<file path="src/rtl/ocp_pkg.sv">
// rtl/ocp_pkg.sv - shared state and access-type encodings for the memory port arbiter
package ocp_pkg;

  typedef enum logic [1:0] {
    ST_IDLE   = 2'd0,
    ST_ACCESS = 2'd1,
    ST_DONE   = 2'd2
  } arb_state_t;

  localparam logic ACC_WRITE = 1'b1;
  localparam logic ACC_READ  = 1'b0;

endpackage

</file>
<file path="src/rtl/rr_arbiter.sv">
// rtl/rr_arbiter.sv - combinational round-robin pick: first request after last_grant, wrapping
module rr_arbiter #(
  parameter int NUM_REQ = 4,
  parameter int IDW     = (NUM_REQ > 1) ? $clog2(NUM_REQ) : 1
) (
  input  logic [NUM_REQ-1:0] req,
  input  logic [IDW-1:0]     last_grant,
  output logic [IDW-1:0]     grant_idx,
  output logic               grant_valid
);

  int idx;

  always_comb begin
    grant_idx   = '0;
    grant_valid = 1'b0;
    idx         = 0;
    // Scan starts one past the previous winner so it gets lowest priority.
    for (int i = 1; i <= NUM_REQ; i++) begin
      idx = int'(last_grant) + i;
      if (idx >= NUM_REQ) begin
        idx = idx - NUM_REQ;
      end
      if (!grant_valid && req[idx]) begin
        grant_idx   = IDW'(idx);
        grant_valid = 1'b1;
      end
    end
  end

endmodule

</file>
<file path="src/rtl/mem_port_arbiter.sv">
// rtl/mem_port_arbiter.sv - round-robin arbiter granting one requester at a time onto a single memory port
module mem_port_arbiter
  import ocp_pkg::*;
#(
  parameter int DATA_WIDTH = 32,
  parameter int ADDR_WIDTH = 5,
  parameter int NUM_REQ    = 4,
  parameter int TIMEOUT    = 64,
  localparam int IDW       = (NUM_REQ > 1) ? $clog2(NUM_REQ) : 1
) (
  input  logic                                 clk,
  input  logic                                 reset,
  input  logic                                 enable,
  input  logic [NUM_REQ-1:0]                   req_valid,
  input  logic [NUM_REQ-1:0]                   req_type,
  input  logic [NUM_REQ-1:0][ADDR_WIDTH-1:0]   req_address,
  input  logic [NUM_REQ-1:0][DATA_WIDTH-1:0]   req_write_data,
  output logic [NUM_REQ-1:0]                   req_done,
  output logic [NUM_REQ-1:0]                   req_error,
  output logic [DATA_WIDTH-1:0]                req_read_data,
  output logic                                 mem_access_request,
  output logic                                 mem_access_type,
  output logic [ADDR_WIDTH-1:0]                mem_address,
  output logic [DATA_WIDTH-1:0]                mem_write_data,
  input  logic [DATA_WIDTH-1:0]                mem_read_data,
  input  logic                                 mem_access_complete,
  output logic [IDW-1:0]                       grant_id,
  output logic                                 busy
);

  localparam int             WDW       = $clog2(TIMEOUT + 1);
  localparam logic [WDW-1:0] WDOG_LAST = WDW'(TIMEOUT - 1);

  arb_state_t                state_q, state_d;
  logic [IDW-1:0]            last_grant_q, last_grant_d;
  logic [WDW-1:0]            wdog_q, wdog_d;

  logic [NUM_REQ-1:0]        done_d, error_d;
  logic [DATA_WIDTH-1:0]     rdata_d;
  logic                      mem_req_d, mem_type_d, busy_d;
  logic [ADDR_WIDTH-1:0]     mem_addr_d;
  logic [DATA_WIDTH-1:0]     mem_wdata_d;
  logic [IDW-1:0]            grant_d;

  logic [IDW-1:0]            arb_idx;
  logic                      arb_valid;

  rr_arbiter #(
    .NUM_REQ (NUM_REQ),
    .IDW     (IDW)
  ) u_rr_arbiter (
    .req         (req_valid),
    .last_grant  (last_grant_q),
    .grant_idx   (arb_idx),
    .grant_valid (arb_valid)
  );

  always_ff @(posedge clk) begin
    if (!reset) begin
      state_q            <= ST_IDLE;
      last_grant_q       <= IDW'(NUM_REQ - 1);
      wdog_q             <= '0;
      req_done           <= '0;
      req_error          <= '0;
      req_read_data      <= '0;
      mem_access_request <= 1'b0;
      mem_access_type    <= 1'b0;
      mem_address        <= '0;
      mem_write_data     <= '0;
      grant_id           <= '0;
      busy               <= 1'b0;
    end else begin
      state_q            <= state_d;
      last_grant_q       <= last_grant_d;
      wdog_q             <= wdog_d;
      req_done           <= done_d;
      req_error          <= error_d;
      req_read_data      <= rdata_d;
      mem_access_request <= mem_req_d;
      mem_access_type    <= mem_type_d;
      mem_address        <= mem_addr_d;
      mem_write_data     <= mem_wdata_d;
      grant_id           <= grant_d;
      busy               <= busy_d;
    end
  end

  // Computes the next value of every registered output; pulses default low.
  always_comb begin
    state_d      = state_q;
    last_grant_d = last_grant_q;
    wdog_d       = wdog_q;
    done_d       = '0;
    error_d      = '0;
    rdata_d      = req_read_data;
    mem_req_d    = mem_access_request;
    mem_type_d   = mem_access_type;
    mem_addr_d   = mem_address;
    mem_wdata_d  = mem_write_data;
    grant_d      = grant_id;

    case (state_q)
      ST_IDLE: begin
        if (enable && arb_valid) begin
          state_d     = ST_ACCESS;
          grant_d     = arb_idx;
          mem_req_d   = 1'b1;
          mem_type_d  = req_type[arb_idx];
          mem_addr_d  = req_address[arb_idx];
          mem_wdata_d = req_write_data[arb_idx];
          wdog_d      = '0;
        end
      end
      ST_ACCESS: begin
        // Completion is tested first so it wins over a same-cycle timeout.
        if (mem_access_complete) begin
          if (mem_access_type == ACC_READ) begin
            rdata_d = mem_read_data;
          end
          mem_req_d         = 1'b0;
          done_d[grant_id]  = 1'b1;
          state_d           = ST_DONE;
        end else if (wdog_q == WDOG_LAST) begin
          mem_req_d         = 1'b0;
          error_d[grant_id] = 1'b1;
          state_d           = ST_DONE;
        end else begin
          wdog_d = wdog_q + 1'b1;
        end
      end
      ST_DONE: begin
        last_grant_d = grant_id;
        state_d      = ST_IDLE;
      end
      default: begin
        state_d   = ST_IDLE;
        mem_req_d = 1'b0;
      end
    endcase

    busy_d = (state_d != ST_IDLE);
  end

endmodule

</file>
<file path="config.mk">
export PLATFORM = sky130hd
export DESIGN_NAME = mem_port_arbiter
export DESIGN_NICKNAME = d
export VERILOG_FILES = /design/src/rtl/ocp_pkg.sv /design/src/rtl/rr_arbiter.sv /design/src/rtl/mem_port_arbiter.sv
export SDC_FILE = /design/constraint.sdc
export NUM_CORES = 1
export LEC_CHECK = 0
export ABC_AREA = 1
export CORE_MARGIN = 2
export CORE_UTILIZATION = 42
export CTS_BUF_LIST = sky130_fd_sc_hd__clkbuf_4 sky130_fd_sc_hd__clkbuf_8
export DETAILED_ROUTE_END_ITERATION = 6
export PLACE_DENSITY = 0.89
export SLEW_MARGIN = 20
export SYNTH_ARGS = -nofsm -noshare
export SYNTH_HDL_FRONTEND = slang
export SYNTH_SLANG_ARGS = --single-unit
export TNS_END_PERCENT = 10
</file>
<file path="constraint.sdc">
create_clock -name clk -period 2.35 [get_ports clk]
set_clock_uncertainty 0.2 [all_clocks]
set_input_delay 0.3525 -clock clk [delete_from_list [all_inputs] [get_ports clk]]
set_output_delay 0.3525 -clock clk [all_outputs]
set_load 0.1 [all_outputs]
</file>
==> results_dict.tcl <==
set metrics [dict create \
    outcome "finished, final reports clean" \
    start_kind "input pin" \
    worst_pin_slew_ns 0.342 \
    r2r-start "last_grant_q[0]" \
    synth_top_area_share_pct 33.6 \
    num_io_pins 274 \
    p_int_mw 3.00 \
    syn_to_final_growth_pct 56.5 \
    antenna_found_initial 0 \
    ys_ff_latch 93 \
    grt_max_degree 74 \
    n_antenna_cell 0 \
    io_buffer_count 273 \
    post-route-period-util_pct 90.3 \
    vias_per_cell 5.00 \
    async_flop_share_pct 0 \
    setup_viol 0 \
    startpoint "req_valid[0]" \
    yosysMostFrequentCell "nand2_1" \
    arrival_ns 2.18 \
    route.detailed.drc 0 \
    switching_share_pct 44.4 \
    rsz0062_at_grt "false" \
    ir_worst_vdd_mv 0.482 \
    slowest_delay_ns 0.51 \
    synth_cell_types 30 \
    critPathMaxFanout 6 \
    gp_congestion 0.868 \
    cts_buffers 9 \
    final_antenna_net_count 0 \
    synth_top_area_cell "dfxtp_1" \
    cts_tree "done" \
    num_vias 6713 \
    drive_above_1_share_pct 14.1 \
    pre_cts_ws_ns -0.156 \
    die-area_um2 14100 \
    clockBufferDepth 2 \
    ctsHtreeMaxLevel 3 \
    hold_violations 0 \
    avgSynthCellArea_um2 6.18 \
    syn_nets 1090 \
    crit_top_cell "nand2_1" \
    synthCells 897 \
    maxSlewHeadroom_pct 77.2 \
    clkSlewWorstSetupHoldPaths_ns 0.10 \
    crit_slowest_cell "clkdlybuf4s50_1" \
    grt_pass1_wl_um 29900 \
    ys_seq_area_share_pct 33.6 \
    drtPass1Iterations 6 \
    synthTopCellsByArea "dfxtp_1 34%, nand2_1 16%, inv_1 11%, nand3_1 9.2%, nand4_1 8.6%" \
    drv_cap 0 \
    drtIter0Drc 469 \
    power_frac_seq_pct 33.2 \
    grt_overflow_total 0 \
    die_h_um 119 \
    wl_um 18500 \
    place_hpwl_um 13800 \
    crit_required_ns 2.41 \
    wl_per_cell_um 13.8 \
    cellPowerDensity_nw_per_um2 621 \
    finalMaxSlewViolations 0 \
    clk_latency_ns 0.36 \
    ys_top_cells_by_count "229 x nand2_1, 163 x inv_1, 102 x nand3_1" \
    grt_use_total_pct 25.7 \
    pwr-share-clk_pct 19.7 \
    cts_num_sinks 93 \
    leakagePower_nw 4.56 \
    syn_area_um2 5550 \
    critPathKind "in -> reg" \
    path_cells "clkdlybuf4s50_1, nand2_1, nand2_1, nand2_1, nand2_2, nor2_4, nand3_4, nand3_4, buf_12, nand2_2, nand2_1, nor3b_1, nor2_1" \
    grt_pass1_vias 6364 \
    combPwrFrac_pct 47.1 \
    synth_flop_cell "dfxtp_1" \
    endpoint_kind "register" \
    switchingPower_mw 2.39 \
    yosysWarnings 0 \
    final_nets 1358 \
    coreArea_um2 12800 \
    root_buffer "clkbuf_8" \
    start_util_pct 43.4 \
    setup_ws_ns 0.228 \
    fp-row-count 41 \
    hp-start "reset" \
    hold_path_class "in -> reg" \
    die_w_um 119 \
    postCtsSetupBuffers 0 \
    utilization_pct 68.0 \
    placed_area_um2 8480 \
    fmax_mhz 471 \
    synth-edff-count 0 \
    stdcell_area_um2 8680 \
    layout_min_cycle_time_ns 2.12 \
]
[worst max-delay path, delay by kind of cell]
| family | cells | cell delay (ns) |
|---|---|---|
| buffers and inverters | 2 | 0.68 |
| AND/OR/NAND/NOR | 11 | 1.14 |
[registers in the layout, summed over array words and instances, names as in the netlist, 2 cells and up]
name            count
mem_address         5
wdog_q              7
req_error           4
req_read_data      32
mem_write_data     32
req_done            4
last_grant_q        2
state_q             2
grant_id            2
[per-stage QoR]
stage          hold slack [ns]  setup TNS, ns  total power, mW  cells
2_1_floorplan            0.257              0             3.52    897
3_5_place_dp             0.248          -3.78             4.36   1326
6_report                 0.181              0             5.39   1342
5_1_grt                  0.205              0             5.68   1342
4_1_cts                  0.158              0             5.43   1342
3_3_place_gp             0.242         -0.843             4.33   1326
[cells in the final DEF (no fill, tap or decap), types with 6 or more instances in the layout]
cell type / count
o21ai_0: 36
nand4_1: 76
clkdlybuf4s50_1: 190
nand2_2: 6
o21a_1: 20
a21oi_1: 8
nand2_1: 229
buf_4: 111
clkbuf_8: 10
dfxtp_1: 91
inv_1: 163
nand3_1: 101
nor3_1: 9
buf_12: 14
nor2_1: 73
[final timing paths]
path	cells past startpoint	slack, ns	end
max	13	0.23	wdog_q[5]
min reg2reg	2	0.27	mem_write_data[15]
min	3	0.18	state_q[0]
max reg2reg	14	0.23	mem_write_data[26]
[power groups by stage]
stage          logic, mW  registers (mW)  clock network (mW)
6_report            2.54            1.79                1.06
5_1_grt             2.71            1.80                1.16
4_1_cts             2.55            1.79                1.09
3_5_place_dp        2.54            1.82                   0
3_3_place_gp        2.51            1.82                   0
2_1_floorplan      0.802            2.72                   0
[logic make-up after synthesis]
kind of cell	after synthesis	share of synthesized area [%]
AO/OA/AOI/OAI	72	7.87
adder cells (fa/ha/maj)	1	0.226
AND/OR/NAND/NOR	502	41.2
flip-flops	93	33.6
buffers and inverters	229	17.2
[repair_timing]
item                       4_1_cts  5_1_grt
setup endpoints to repair        0       45
resized for setup                0        4
hold buffers                     0        0
[routing by layer]
layer / part of all wire [%] / wire (um) / global-route usage [%] / up-vias
met3: 8.9 / 1660 / 6.18 / 39
met4: 2.8 / 525 / 10.5 / 0
li1: - / - / - / 3365
met2: 47 / 8660 / 43.6 / 289
met1: 42 / 7700 / 31.1 / 3020
met5: 0 / 0 / 0 / -
[area by class of cell]
cell class | count | area [um^2]
Clock buffer | 11 | 145
Clock inverter | 5 | 43.8
Fill cell | 1091 | 4090
Inverter | 169 | 637
Multi-Input combinational cell | 575 | 2740
Sequential cell | 93 | 1870
Tap cell | 172 | 215
Timing Repair Buffer | 317 | 3030
Power figures use the tool's default switching activity.
